===== src/rtl/wb_cmd_master.sv =====
// wb_cmd_master: single-outstanding Wishbone pipelined-mode initiator.
// Each accepted command becomes one Wishbone cycle. The master retries on
// rty until MAX_RETRY reissues have been used, and then returns one response.
// Optional feature: define WB_CMD_MASTER_TIMEOUT_EN to abort a cycle that
// gets no termination within TIMEOUT cycles of entering REQ.
module wb_cmd_master #(
   parameter int ADDR_WIDTH = 32,
   parameter int DATA_WIDTH = 32,
   parameter int MAX_RETRY  = 3,
   parameter int TIMEOUT    = 255
) (
   input  logic                    clk_i,
   input  logic                    rst_i,
   input  logic                    cmd_valid_i,
   output logic                    cmd_ready_o,
   input  logic                    cmd_we_i,
   input  logic [ADDR_WIDTH-1:0]   cmd_adr_i,
   input  logic [DATA_WIDTH-1:0]   cmd_dat_i,
   input  logic [DATA_WIDTH/8-1:0] cmd_sel_i,
   output logic                    rsp_valid_o,
   input  logic                    rsp_ready_i,
   output logic [DATA_WIDTH-1:0]   rsp_dat_o,
   output logic                    rsp_err_o,
   output logic                    rsp_timeout_o,
   output logic                    wb_cyc_o,
   output logic                    wb_stb_o,
   output logic [ADDR_WIDTH-1:0]   wb_adr_o,
   output logic [DATA_WIDTH/8-1:0] wb_sel_o,
   output logic                    wb_we_o,
   output logic [DATA_WIDTH-1:0]   wb_dat_o,
   input  logic                    wb_ack_i,
   input  logic                    wb_err_i,
   input  logic                    wb_rty_i,
   input  logic                    wb_stall_i,
   input  logic [DATA_WIDTH-1:0]   wb_dat_i
);

   localparam int SEL_WIDTH = DATA_WIDTH / 8;
   localparam int RETRY_W   = (MAX_RETRY < 1) ? 1 : $clog2(MAX_RETRY + 1);
   localparam logic [RETRY_W-1:0] RETRY_LIMIT = RETRY_W'(MAX_RETRY);

   typedef enum logic [2:0] {
      IDLE  = 3'd0,
      REQ   = 3'd1,
      WAIT  = 3'd2,
      RETRY = 3'd3,
      RSP   = 3'd4
   } state_t;

   state_t                 state, state_nxt;
   logic                   cyc_nxt, stb_nxt, we_nxt;
   logic [ADDR_WIDTH-1:0]  adr_nxt;
   logic [SEL_WIDTH-1:0]   sel_nxt;
   logic [DATA_WIDTH-1:0]  dat_nxt;
   logic                   rsp_valid_nxt, rsp_err_nxt;
   logic [DATA_WIDTH-1:0]  rsp_dat_nxt;
   logic [RETRY_W-1:0]     retry_cnt, retry_nxt;

`ifdef WB_CMD_MASTER_TIMEOUT_EN
   localparam int TMO_W = (TIMEOUT < 1) ? 1 : $clog2(TIMEOUT + 1);
   localparam logic [TMO_W-1:0] TMO_LAST  = (TIMEOUT < 1) ? '0 : TMO_W'(TIMEOUT - 1);
   localparam logic [TMO_W-1:0] TMO_SATUR = '1;
   logic [TMO_W-1:0]       tmo_cnt, tmo_cnt_nxt;
   logic                   rsp_tmo_nxt;
   logic                   timeout_hit;

   // Abort on the edge that closes the TIMEOUT-th cycle spent in REQ/WAIT.
   assign timeout_hit = (tmo_cnt >= TMO_LAST);
`else
   assign rsp_timeout_o = 1'b0;
`endif

   assign cmd_ready_o = (state == IDLE);

   // State, bus and response registers; reset drops the bus cycle at once.
   always_ff @(posedge clk_i or posedge rst_i) begin
      if (rst_i) begin
         state       <= IDLE;
         wb_cyc_o    <= 1'b0;
         wb_stb_o    <= 1'b0;
         wb_we_o     <= 1'b0;
         wb_adr_o    <= '0;
         wb_sel_o    <= '0;
         wb_dat_o    <= '0;
         rsp_valid_o <= 1'b0;
         rsp_err_o   <= 1'b0;
         rsp_dat_o   <= '0;
         retry_cnt   <= '0;
`ifdef WB_CMD_MASTER_TIMEOUT_EN
         tmo_cnt       <= '0;
         rsp_timeout_o <= 1'b0;
`endif
      end else begin
         state       <= state_nxt;
         wb_cyc_o    <= cyc_nxt;
         wb_stb_o    <= stb_nxt;
         wb_we_o     <= we_nxt;
         wb_adr_o    <= adr_nxt;
         wb_sel_o    <= sel_nxt;
         wb_dat_o    <= dat_nxt;
         rsp_valid_o <= rsp_valid_nxt;
         rsp_err_o   <= rsp_err_nxt;
         rsp_dat_o   <= rsp_dat_nxt;
         retry_cnt   <= retry_nxt;
`ifdef WB_CMD_MASTER_TIMEOUT_EN
         tmo_cnt       <= tmo_cnt_nxt;
         rsp_timeout_o <= rsp_tmo_nxt;
`endif
      end
   end

   // Next-state logic; terminations resolve err > rty > ack (> timeout).
   always_comb begin
      state_nxt     = state;
      cyc_nxt       = wb_cyc_o;
      stb_nxt       = wb_stb_o;
      we_nxt        = wb_we_o;
      adr_nxt       = wb_adr_o;
      sel_nxt       = wb_sel_o;
      dat_nxt       = wb_dat_o;
      rsp_valid_nxt = rsp_valid_o;
      rsp_err_nxt   = rsp_err_o;
      rsp_dat_nxt   = rsp_dat_o;
      retry_nxt     = retry_cnt;
`ifdef WB_CMD_MASTER_TIMEOUT_EN
      tmo_cnt_nxt   = tmo_cnt;
      rsp_tmo_nxt   = rsp_timeout_o;
`endif

      case (state)
         IDLE: begin
            if (cmd_valid_i) begin
               adr_nxt   = cmd_adr_i;
               sel_nxt   = cmd_sel_i;
               we_nxt    = cmd_we_i;
               dat_nxt   = cmd_dat_i;
               cyc_nxt   = 1'b1;
               stb_nxt   = 1'b1;
               retry_nxt = '0;
               state_nxt = REQ;
`ifdef WB_CMD_MASTER_TIMEOUT_EN
               tmo_cnt_nxt = '0;
`endif
            end
         end

         REQ, WAIT: begin
            if ((state == REQ) && !wb_stall_i) begin
               stb_nxt   = 1'b0;
               state_nxt = WAIT;
            end
`ifdef WB_CMD_MASTER_TIMEOUT_EN
            if (tmo_cnt != TMO_SATUR) begin
               tmo_cnt_nxt = tmo_cnt + 1'b1;
            end
`endif
            if (wb_err_i) begin
               cyc_nxt       = 1'b0;
               stb_nxt       = 1'b0;
               rsp_valid_nxt = 1'b1;
               rsp_err_nxt   = 1'b1;
               rsp_dat_nxt   = '0;
               state_nxt     = RSP;
`ifdef WB_CMD_MASTER_TIMEOUT_EN
               rsp_tmo_nxt   = 1'b0;
`endif
            end else if (wb_rty_i) begin
               cyc_nxt = 1'b0;
               stb_nxt = 1'b0;
               if (retry_cnt < RETRY_LIMIT) begin
                  retry_nxt = retry_cnt + 1'b1;
                  state_nxt = RETRY;
               end else begin
                  rsp_valid_nxt = 1'b1;
                  rsp_err_nxt   = 1'b1;
                  rsp_dat_nxt   = '0;
                  state_nxt     = RSP;
`ifdef WB_CMD_MASTER_TIMEOUT_EN
                  rsp_tmo_nxt   = 1'b0;
`endif
               end
            end else if (wb_ack_i) begin
               cyc_nxt       = 1'b0;
               stb_nxt       = 1'b0;
               rsp_valid_nxt = 1'b1;
               rsp_err_nxt   = 1'b0;
               rsp_dat_nxt   = wb_we_o ? '0 : wb_dat_i;
               state_nxt     = RSP;
`ifdef WB_CMD_MASTER_TIMEOUT_EN
               rsp_tmo_nxt   = 1'b0;
            end else if (timeout_hit) begin
               cyc_nxt       = 1'b0;
               stb_nxt       = 1'b0;
               rsp_valid_nxt = 1'b1;
               rsp_err_nxt   = 1'b1;
               rsp_dat_nxt   = '0;
               rsp_tmo_nxt   = 1'b1;
               state_nxt     = RSP;
`endif
            end
         end

         RETRY: begin
            cyc_nxt   = 1'b1;
            stb_nxt   = 1'b1;
            state_nxt = REQ;
`ifdef WB_CMD_MASTER_TIMEOUT_EN
            tmo_cnt_nxt = '0;
`endif
         end

         RSP: begin
            if (rsp_ready_i) begin
               rsp_valid_nxt = 1'b0;
               state_nxt     = IDLE;
            end
         end

         default: begin
            cyc_nxt       = 1'b0;
            stb_nxt       = 1'b0;
            rsp_valid_nxt = 1'b0;
            state_nxt     = IDLE;
         end
      endcase
   end

endmodule

===== config.mk =====
export PLATFORM = sky130hd
export DESIGN_NAME = wb_cmd_master
export DESIGN_NICKNAME = d
export VERILOG_FILES = /design/src/rtl/wb_cmd_master.sv
export SDC_FILE = /design/constraint.sdc
export NUM_CORES = 1
export LEC_CHECK = 0
export BUFFER_PORTS_ARGS = -buffer_cell sky130_fd_sc_hd__buf_2
export CAP_MARGIN = 20
export CORE_MARGIN = 10
export CORE_UTILIZATION = 40
export DETAILED_ROUTE_END_ITERATION = 10
export GPL_TIMING_DRIVEN = 0
export PLACE_DENSITY = 0.71
export SKIP_CTS_REPAIR_TIMING = 1
export SYNTH_ARGS = -nofsm -noshare
export SYNTH_HDL_FRONTEND = slang
export SYNTH_SLANG_ARGS = --single-unit

===== constraint.sdc =====
create_clock -name clk_i -period 4.5 [get_ports clk_i]
set_input_delay 0.45 -clock clk_i [delete_from_list [all_inputs] [get_ports clk_i]]
set_output_delay 0.45 -clock clk_i [all_outputs]
set_load 0.02 [all_outputs]

==> results_tabular.tex, run 1 <==
\begin{tabular}{lr}
\hline
Metric & Value \\
\hline
\multicolumn{2}{l}{\textbf{Status}} \\
Outcome & completed \\
\multicolumn{2}{l}{\textbf{CTS}} \\
Clock tree buffer depth & 2 \\
Clock Latency Late Sink & 340 ps \\
Maximum level of the CTS H-tree & 3 \\
Root buf cell & sky130\_fd\_sc\_hd\_\_clkbuf\_16 \\
\# clock sinks & 110 \\
TritonCTS Buffers & 9 \\
CTS tree & built \\
Clock Pin Slew Worst Setup and Hold Paths & 70 ps \\
\multicolumn{2}{l}{\textbf{Hold path}} \\
Path class of the lowest-slack min-delay path & in2async \\
\multicolumn{2}{l}{\textbf{STA}} \\
Max-Slew Margin vs Limit & 0.4970 \\
TNS Setup & 0 ps \\
Final period demand of the worst path & about 2000 ps \\
Number of hold-slack violations in the final timing report & 0 \\
Number of max-slew violations in the final report & 0 \\
Clock skew after layout & between 8 and 9 ps \\
F\_max & 504.4 MHz \\
Crit share post-route & 0.4406 \\
RSZ-0062 raised after global routing & no \\
Actual transition at the worst max-transition pin & about 750 ps \\
Final number of setup-violating endpoints & 0 \\
Setup slack after layout & 2517 ps \\
\multicolumn{2}{l}{\textbf{Layout}} \\
Area growth from synthesis to layout & 35.49\% \\
Leading cell type in the layout, fill and taps excluded & sky130\_fd\_sc\_hd\_\_buf\_2 \\
Share of cells above drive strength 1 & 0.5528 \\
Utilization after layout & 0.5573 \\
Antenna diodes & 0 \\
Top library cells by usage in the layout, fill and taps aside & sky130\_fd\_sc\_hd\_\_buf\_2 (222), sky130\_fd\_sc\_hd\_\_dfrtp\_1 (110), sky130\_fd\_sc\_hd\_\_mux2\_2 (63) \\
Number of nets in the layout & 673 \\
\multicolumn{2}{l}{\textbf{Critical path}} \\
Worst Setup Start Kind & register \\
CP Data Required Time & around 4700 ps \\
Setup Crit Path Kind & reg2reg \\
CP bufs+invs & 2 \\
Kind of cell adding the most delay to the critical path & simple AND/OR/NAND/NOR gates \\
Depth of the most critical reg-to-reg path & 4 \\
CP max-delay cell & sky130\_fd\_sc\_hd\_\_nor4b\_4 \\
Ordered list of cells on the worst path & buf\_4, nor4b\_4, buf\_2, mux2\_2 \\
Max stage delay on crit path & 590 ps \\
Crit end category & register \\
Data arrival time of the worst path & roughly 2200 ps \\
Highest fanout seen on the critical path & 10 \\
Crit path depth & 4 \\
\multicolumn{2}{l}{\textbf{Synth}} \\
FF+latch count, synth & 110 \\
Yosys synthesis warning count & 0 \\
Post-synth EDFFs & 0 \\
Sequential share of the synthesized area & 0.6120 \\
Library cells used by synthesis & 31 \\
Post-synth ARST share & 1.000 \\
Mapped Avg Cell Area & 13.35 µm² \\
Mapped Nets & 447 \\
Netlist area before placement & 4498 µm² \\
Number of instances in the synthesized netlist & 337 \\
Top flip-flop cell by instance count after synthesis & sky130\_fd\_sc\_hd\_\_dfrtp\_1 \\
\multicolumn{2}{l}{\textbf{Floorplanning}} \\
Floorplan core area & around 11000 µm² \\
Die Height & 126.0 µm \\
Starting density of the core & 0.4113 \\
Die Wd & 126.0 µm \\
DIE AREA & between 15000 and 20000 µm² \\
Number of core rows & 38 \\
I/O Pins & 216 \\
\multicolumn{2}{l}{\textbf{Global routing}} \\
GR Util All Layers & 0.1568 \\
Busiest layer in global routing & met2 \\
Global routing met3 resource utilization & 0.1023 \\
Maximum number of pins on one net before global-route repair & 69 \\
Met1 Use GR & 0.1677 \\
First-pass GRT wire length & 20150 µm \\
Met2 demand-to-capacity share in global routing & 0.2443 \\
Number of global-route vias before repair & 3775 \\
Total gr overflow & 0 \\
Number of antenna violations at the first check in global routing & 0 \\
\multicolumn{2}{l}{\textbf{Pwr}} \\
Peak ir drop on the vdd network & between 0.4 and 0.5 mV \\
Leakage dissipation & 3.067 nW \\
Pwr/cell area & between 700 and 800 nW/µm² \\
Final Total Pwr & 4.861 mW \\
\multicolumn{2}{l}{\textbf{Placement}} \\
Placer's final routability congestion estimate & 0.8287 \\
Dpl hpwl & 9969 µm \\
Setup slack after placement & about 2400 ps \\
Buffers on Ports & 214 \\
\multicolumn{2}{l}{\textbf{Routing}} \\
Average via count per standard cell & 4.661 \\
Final antenna-violating net count & 0 \\
Pre-antenna DRT Iters & 4 \\
Routed vias & 3300 \\
Post-route DRC violation count & 0 \\
Routed wire per std cell & 17.80 µm \\
Routed Wire Length & 12600 µm \\
Iteration-0 DRC Markers & 193 \\
\multicolumn{2}{l}{\textbf{Run}} \\
Maximum Capacitance Violations & 0 \\
\hline
\end{tabular}
layer usage:
layer  vias to the layer above  part of all wire
met1                      1564              0.38
met3                        12              0.14
li1                       1572                 -
met2                       152              0.46
met5                         -                 0
met4                         0             0.015
path summary, 6_finish.rpt:
path / start / slack, ps / end
setup reg to reg: state[0]$_DFFE_PP0P_ / 2520 / wb_dat_o[9]$_DFFE_PP0P_
hold / removal: rst_i / 160 / rsp_dat_o[24]$_DFFE_PP0P_
min in group clk_i: cmd_adr_i[25] / 320 / wb_adr_o[25]$_DFFE_PP0P_
max in group asynchronous: rst_i / 3610 / retry_cnt[1]$_DFFE_PP0P_
setup / recovery: state[0]$_DFFE_PP0P_ / 2520 / wb_dat_o[9]$_DFFE_PP0P_
hold reg to reg: wb_adr_o[24]$_DFFE_PP0P_ / 490 / wb_adr_o[24]$_DFFE_PP0P_
cells in the mapped netlist (2+ instances only):
cell type	number	area, µm²
sky130_fd_sc_hd__mux2_1	7	78.83
sky130_fd_sc_hd__mux2i_1	36	360.4
sky130_fd_sc_hd__clkbuf_1	4	15.01
sky130_fd_sc_hd__nand2_1	32	120.1
sky130_fd_sc_hd__dfrtp_1	110	2753
sky130_fd_sc_hd__mux2_2	63	709.4
sky130_fd_sc_hd__nor2_1	3	11.26
sky130_fd_sc_hd__buf_2	8	40.04
sky130_fd_sc_hd__nor3_1	4	20.02
sky130_fd_sc_hd__o21ai_0	2	10.01
sky130_fd_sc_hd__buf_4	6	45.04
sky130_fd_sc_hd__inv_1	37	138.9
sky130_fd_sc_hd__nor2b_1	4	25.02
sky130_fd_sc_hd__nand3_1	4	20.02
logic make-up (layout without fill, tap and decap cells):
kind of cell               Yosys count  after routing  share of synthesized area
adders and majority gates            1              1                   0.002781
DFF                                110            110                     0.6120
AOI/OAI and AO/OA                    6              6                    0.01002
buffers and inverters               55            286                    0.05313
xor gates and xnor gates             2              2                   0.003895
and+or+nand+nor                     56             56                    0.06204
other                                1              1                  0.0008337
muxes                              106            106                     0.2554
area by class of cell:
class / instances / area, µm²
buffer: 18 / 100.1
clock buffer: 9 / 225.2
clock inverter: 7 / 95.09
fill: 922 / 4841
inverter: 37 / 141.4
multi-input combinational: 172 / 1506
sequential: 110 / 2753
tap: 140 / 175.2
timing repair buffer: 215 / 1099
flip-flops by register name (all words and copies together) (netlist names), 2 cells and up:
register   cells
wb_sel_o       4
retry_cnt      2
rsp_dat_o     32
wb_dat_o      32
wb_adr_o      32
state          3
where the power goes:
part           switching (mW)  internal [mW]
Sequential              0.249           1.49
Clock                   0.363          0.490
Combinational            1.36          0.917
through the flow:
| step | cells | area, µm² | hold slack [ps] |
|---|---|---|---|
| finish | 708 | 6095 | 160.8 |
| global route | 708 | 6095 | 200.9 |
| CTS | 708 | 6095 | 178.6 |
| detailed placement | 692 | 5774 | 476.6 |
| global placement | 691 | 5744 | 464.4 |
| floorplan | 337 | 4498 | 456.2 |
Power figures use the tool's default switching activity.
==> run 2: changes to the inputs <==
--- a/config.mk
+++ b/config.mk
@@ -5,6 +5,7 @@
 export SDC_FILE = /design/constraint.sdc
 export NUM_CORES = 1
 export LEC_CHECK = 0
+export ABC_AREA = 1
 export BUFFER_PORTS_ARGS = -buffer_cell sky130_fd_sc_hd__buf_2
 export CAP_MARGIN = 20
 export CORE_MARGIN = 10
==> constraint.sdc (replaced) <==
create_clock -name clk_i -period 2 [get_ports clk_i]
set_input_delay 0.2 -clock clk_i [delete_from_list [all_inputs] [get_ports clk_i]]
set_output_delay 0.2 -clock clk_i [all_outputs]
set_load 0.02 [all_outputs]
==> run 2 against run 1 <==
Against the previous run: the run now ends with negative hold slack left; cell area fell by 2.0%; first-iteration DRC count rose by 42%; critical path depth increased by 4; largest cell class unchanged; highest routed layer unchanged.
==> results_tabular.tex, run 2 <==
\begin{tabular}{lr}
\hline
Metric & Value \\
\hline
\multicolumn{2}{l}{\textbf{Status}} \\
Outcome & finished with violations \\
Violations in the final reports & negative hold slack \\
\multicolumn{2}{l}{\textbf{Layout}} \\
Number of nets in the layout & 857 \\
Antenna diodes & 0 \\
Final-layout fill cell count & 1042 \\
Area growth from synthesis to layout & 33.68\% \\
Final non-filler cell area & 5974 µm² \\
Post-Layout Cell Count & 892 \\
Leading cell type in the layout, fill and taps excluded & sky130\_fd\_sc\_hd\_\_nand2\_1 \\
Registers with the most flip-flops & rsp\_dat\_o x32, wb\_adr\_o x32, wb\_dat\_o x32 \\
Share of cells above drive strength 1 & 0.3564 \\
Top library cells by usage in the layout, fill and taps aside & sky130\_fd\_sc\_hd\_\_nand2\_1 (303), sky130\_fd\_sc\_hd\_\_buf\_2 (230), sky130\_fd\_sc\_hd\_\_dfrtp\_1 (110) \\
\multicolumn{2}{l}{\textbf{Synth}} \\
Number of instances in the synthesized netlist & 519 \\
Post-synth ARST share & 1.000 \\
Mapped Avg Cell Area & about 8.6 µm² \\
Top-area cell type share of the netlist area & 0.6159 \\
FF+latch count, synth & 110 \\
Netlist area before placement & 4469 µm² \\
Sequential share of the synthesized area & 0.6159 \\
Top flip-flop cell by instance count after synthesis & sky130\_fd\_sc\_hd\_\_dfrtp\_1 \\
Yosys synthesis warning count & 0 \\
Most numerous cell in the Yosys netlist & sky130\_fd\_sc\_hd\_\_nand2\_1 \\
Synth area leaders & sky130\_fd\_sc\_hd\_\_dfrtp\_1 (62\%), sky130\_fd\_sc\_hd\_\_nand2\_1 (25\%), sky130\_fd\_sc\_hd\_\_o21ai\_0 (2.5\%) \\
Post-synth EDFFs & 0 \\
Top cells by instance count after synthesis & sky130\_fd\_sc\_hd\_\_nand2\_1 (303), sky130\_fd\_sc\_hd\_\_dfrtp\_1 (110), sky130\_fd\_sc\_hd\_\_o21ai\_0 (22) \\
Mapped Nets & 629 \\
Library cells used by synthesis & 22 \\
Cell accounting for the most synthesized area & sky130\_fd\_sc\_hd\_\_dfrtp\_1 \\
\multicolumn{2}{l}{\textbf{Floorplanning}} \\
Starting density of the core & 0.4105 \\
Number of core rows & 38 \\
DIE AREA & 15800 µm² \\
Die Wd & 125.7 µm \\
Die Height & around 130 µm \\
Floorplan core area & $\sim$11000 µm² \\
I/O Pins & 216 \\
\multicolumn{2}{l}{\textbf{Global routing}} \\
Met2 demand-to-capacity share in global routing & 0.2609 \\
Number of antenna violations at the first check in global routing & 0 \\
Busiest layer in global routing & met2 \\
GR Util All Layers & 0.1662 \\
Global routing met3 resource utilization & 0.08012 \\
First-pass GRT wire length & 21580 µm \\
Total gr overflow & 0 \\
Met1 Use GR & 0.1919 \\
Maximum number of pins on one net before global-route repair & 43 \\
Number of global-route vias before repair & $\sim$4200 \\
\multicolumn{2}{l}{\textbf{Critical path}} \\
CP bufs+invs & 2 \\
Highest fanout seen on the critical path & 10 \\
Setup Crit Path Kind & reg2reg \\
Ordered list of cells on the worst path & nor2\_4, nand2\_2, nor2\_4, inv\_2, buf\_6, nand2\_1, nand3\_1, nand2\_1 \\
Worst Setup Start Kind & register \\
Data arrival time of the worst path & 1940 ps \\
Crit end category & register \\
CP Data Required Time & 2300 ps \\
CP max-delay cell & sky130\_fd\_sc\_hd\_\_dfrtp\_1 \\
Kind of cell adding the most delay to the critical path & simple AND/OR/NAND/NOR gates \\
Max stage delay on crit path & roughly 480 ps \\
\multicolumn{2}{l}{\textbf{STA}} \\
Final period demand of the worst path & around 1600 ps \\
Max-Slew Margin vs Limit & 0.4486 \\
Number of hold-slack violations in the final timing report & 33 \\
Final worst hold slack & -28.14 ps \\
RSZ-0062 raised after global routing & no \\
Setup slack after layout & 363.8 ps \\
Final number of setup-violating endpoints & 0 \\
Clock skew after layout & $\sim$14 ps \\
Crit share post-route & 0.8181 \\
F\_max & slightly above 600 MHz \\
Actual transition at the worst max-transition pin & between 800 and 900 ps \\
TNS Setup & 0 ps \\
Number of max-slew violations in the final report & 0 \\
\multicolumn{2}{l}{\textbf{Routing}} \\
Routed vias & 4176 \\
Final antenna-violating net count & 0 \\
Pre-antenna DRT Iters & 5 \\
Iteration-0 DRC Markers & 274 \\
Routed Wire Length & $\sim$14000 µm \\
Routed wire per std cell & approximately 15 µm \\
Average via count per standard cell & 4.682 \\
Post-route DRC violation count & 0 \\
\multicolumn{2}{l}{\textbf{CTS}} \\
Clock Latency Late Sink & 370 ps \\
CTS tree & built \\
Clock Pin Slew Worst Setup and Hold Paths & 100 ps \\
TritonCTS Buffers & 9 \\
Clock tree buffer depth & 2 \\
Root buf cell & sky130\_fd\_sc\_hd\_\_clkbuf\_8 \\
\# clock sinks & 110 \\
Maximum level of the CTS H-tree & 3 \\
\multicolumn{2}{l}{\textbf{Run}} \\
Maximum Capacitance Violations & 0 \\
\multicolumn{2}{l}{\textbf{Hold path}} \\
Path class of the lowest-slack min-delay path & in2async \\
\multicolumn{2}{l}{\textbf{Pwr}} \\
Pwr/cell area & 1681 nW/µm² \\
Leakage dissipation & 3.506 nW \\
Peak ir drop on the vdd network & approximately 0.9 mV \\
\multicolumn{2}{l}{\textbf{Placement}} \\
Setup slack after placement & 355.1 ps \\
Placer's final routability congestion estimate & 0.8540 \\
Cell total after placement & 875 \\
Buffers on Ports & 214 \\
Post-placement cell area & 5759 µm² \\
Dpl hpwl & 10780 µm \\
\hline
\end{tabular}
## run 2: logic make-up after synthesis
kind of cell	synth area share
AO/OA/AOI/OAI	0.04451
adder cells (fa/ha/maj)	0.002799
buffers and inverters	0.04731
flip-flops	0.6159
AND/OR/NAND/NOR	0.2886
other	0.0008391
## run 2: worst paths after layout
| path | start | to | slack (ps) | cells after the start |
|---|---|---|---|---|
| worst min-delay path | rst_i | wb_adr_o[28]$_DFFE_PP0P_ | -30 | 2 |
| worst max register to register | state[0]$_DFFE_PP0P_ | retry_cnt[1]$_DFFE_PP0P_ | 360 | 8 |
| max in group asynchronous | rst_i | wb_sel_o[3]$_DFFE_PP0P_ | 1350 | 3 |
| worst max-delay path | state[0]$_DFFE_PP0P_ | retry_cnt[1]$_DFFE_PP0P_ | 360 | 8 |
| min in group clk_i | cmd_dat_i[2] | wb_dat_o[2]$_DFFE_PP0P_ | 20 | 3 |
| worst min register to register | wb_adr_o[29]$_DFFE_PP0P_ | wb_adr_o[29]$_DFFE_PP0P_ | 470 | 2 |
## run 2: per-stage QoR
step                      total power, mW    util
after floorplan                     6.916       -
after detailed placement            8.778  0.5290
after global routing                10.84  0.5487
after global placement              8.630  0.5253
after CTS                           10.19  0.5478
final                               10.04  0.5487
## run 2: report_power, final
part / total, mW / internal [mW] / switching [mW]
combinational: 4.84 / 1.55 / 3.29
sequential: 3.81 / 3.25 / 0.567
clock: 1.39 / 0.621 / 0.768
total: 10.0 / 5.42 / 4.63
## run 2: final cells by class
class	count	area, µm²	area share
tap	140	175.2	0.02932
sequential	110	2753	0.4607
buffer	25	147.6	0.02471
inverter	17	67.56	0.01131
clock buffer	10	137.6	0.02304
timing repair buffer	217	1121	0.1876
clock inverter	6	67.56	0.01131
multi-input combinational	367	1505	0.2519
## run 2: metal layers
| layer | vias up | part of all wire |
|---|---|---|
| met2 | 179 | 0.46 |
| li1 | 2047 | - |
| met3 | 17 | 0.13 |
| met5 | - | 0 |
| met1 | 1933 | 0.40 |
| met4 | 0 | 0.016 |
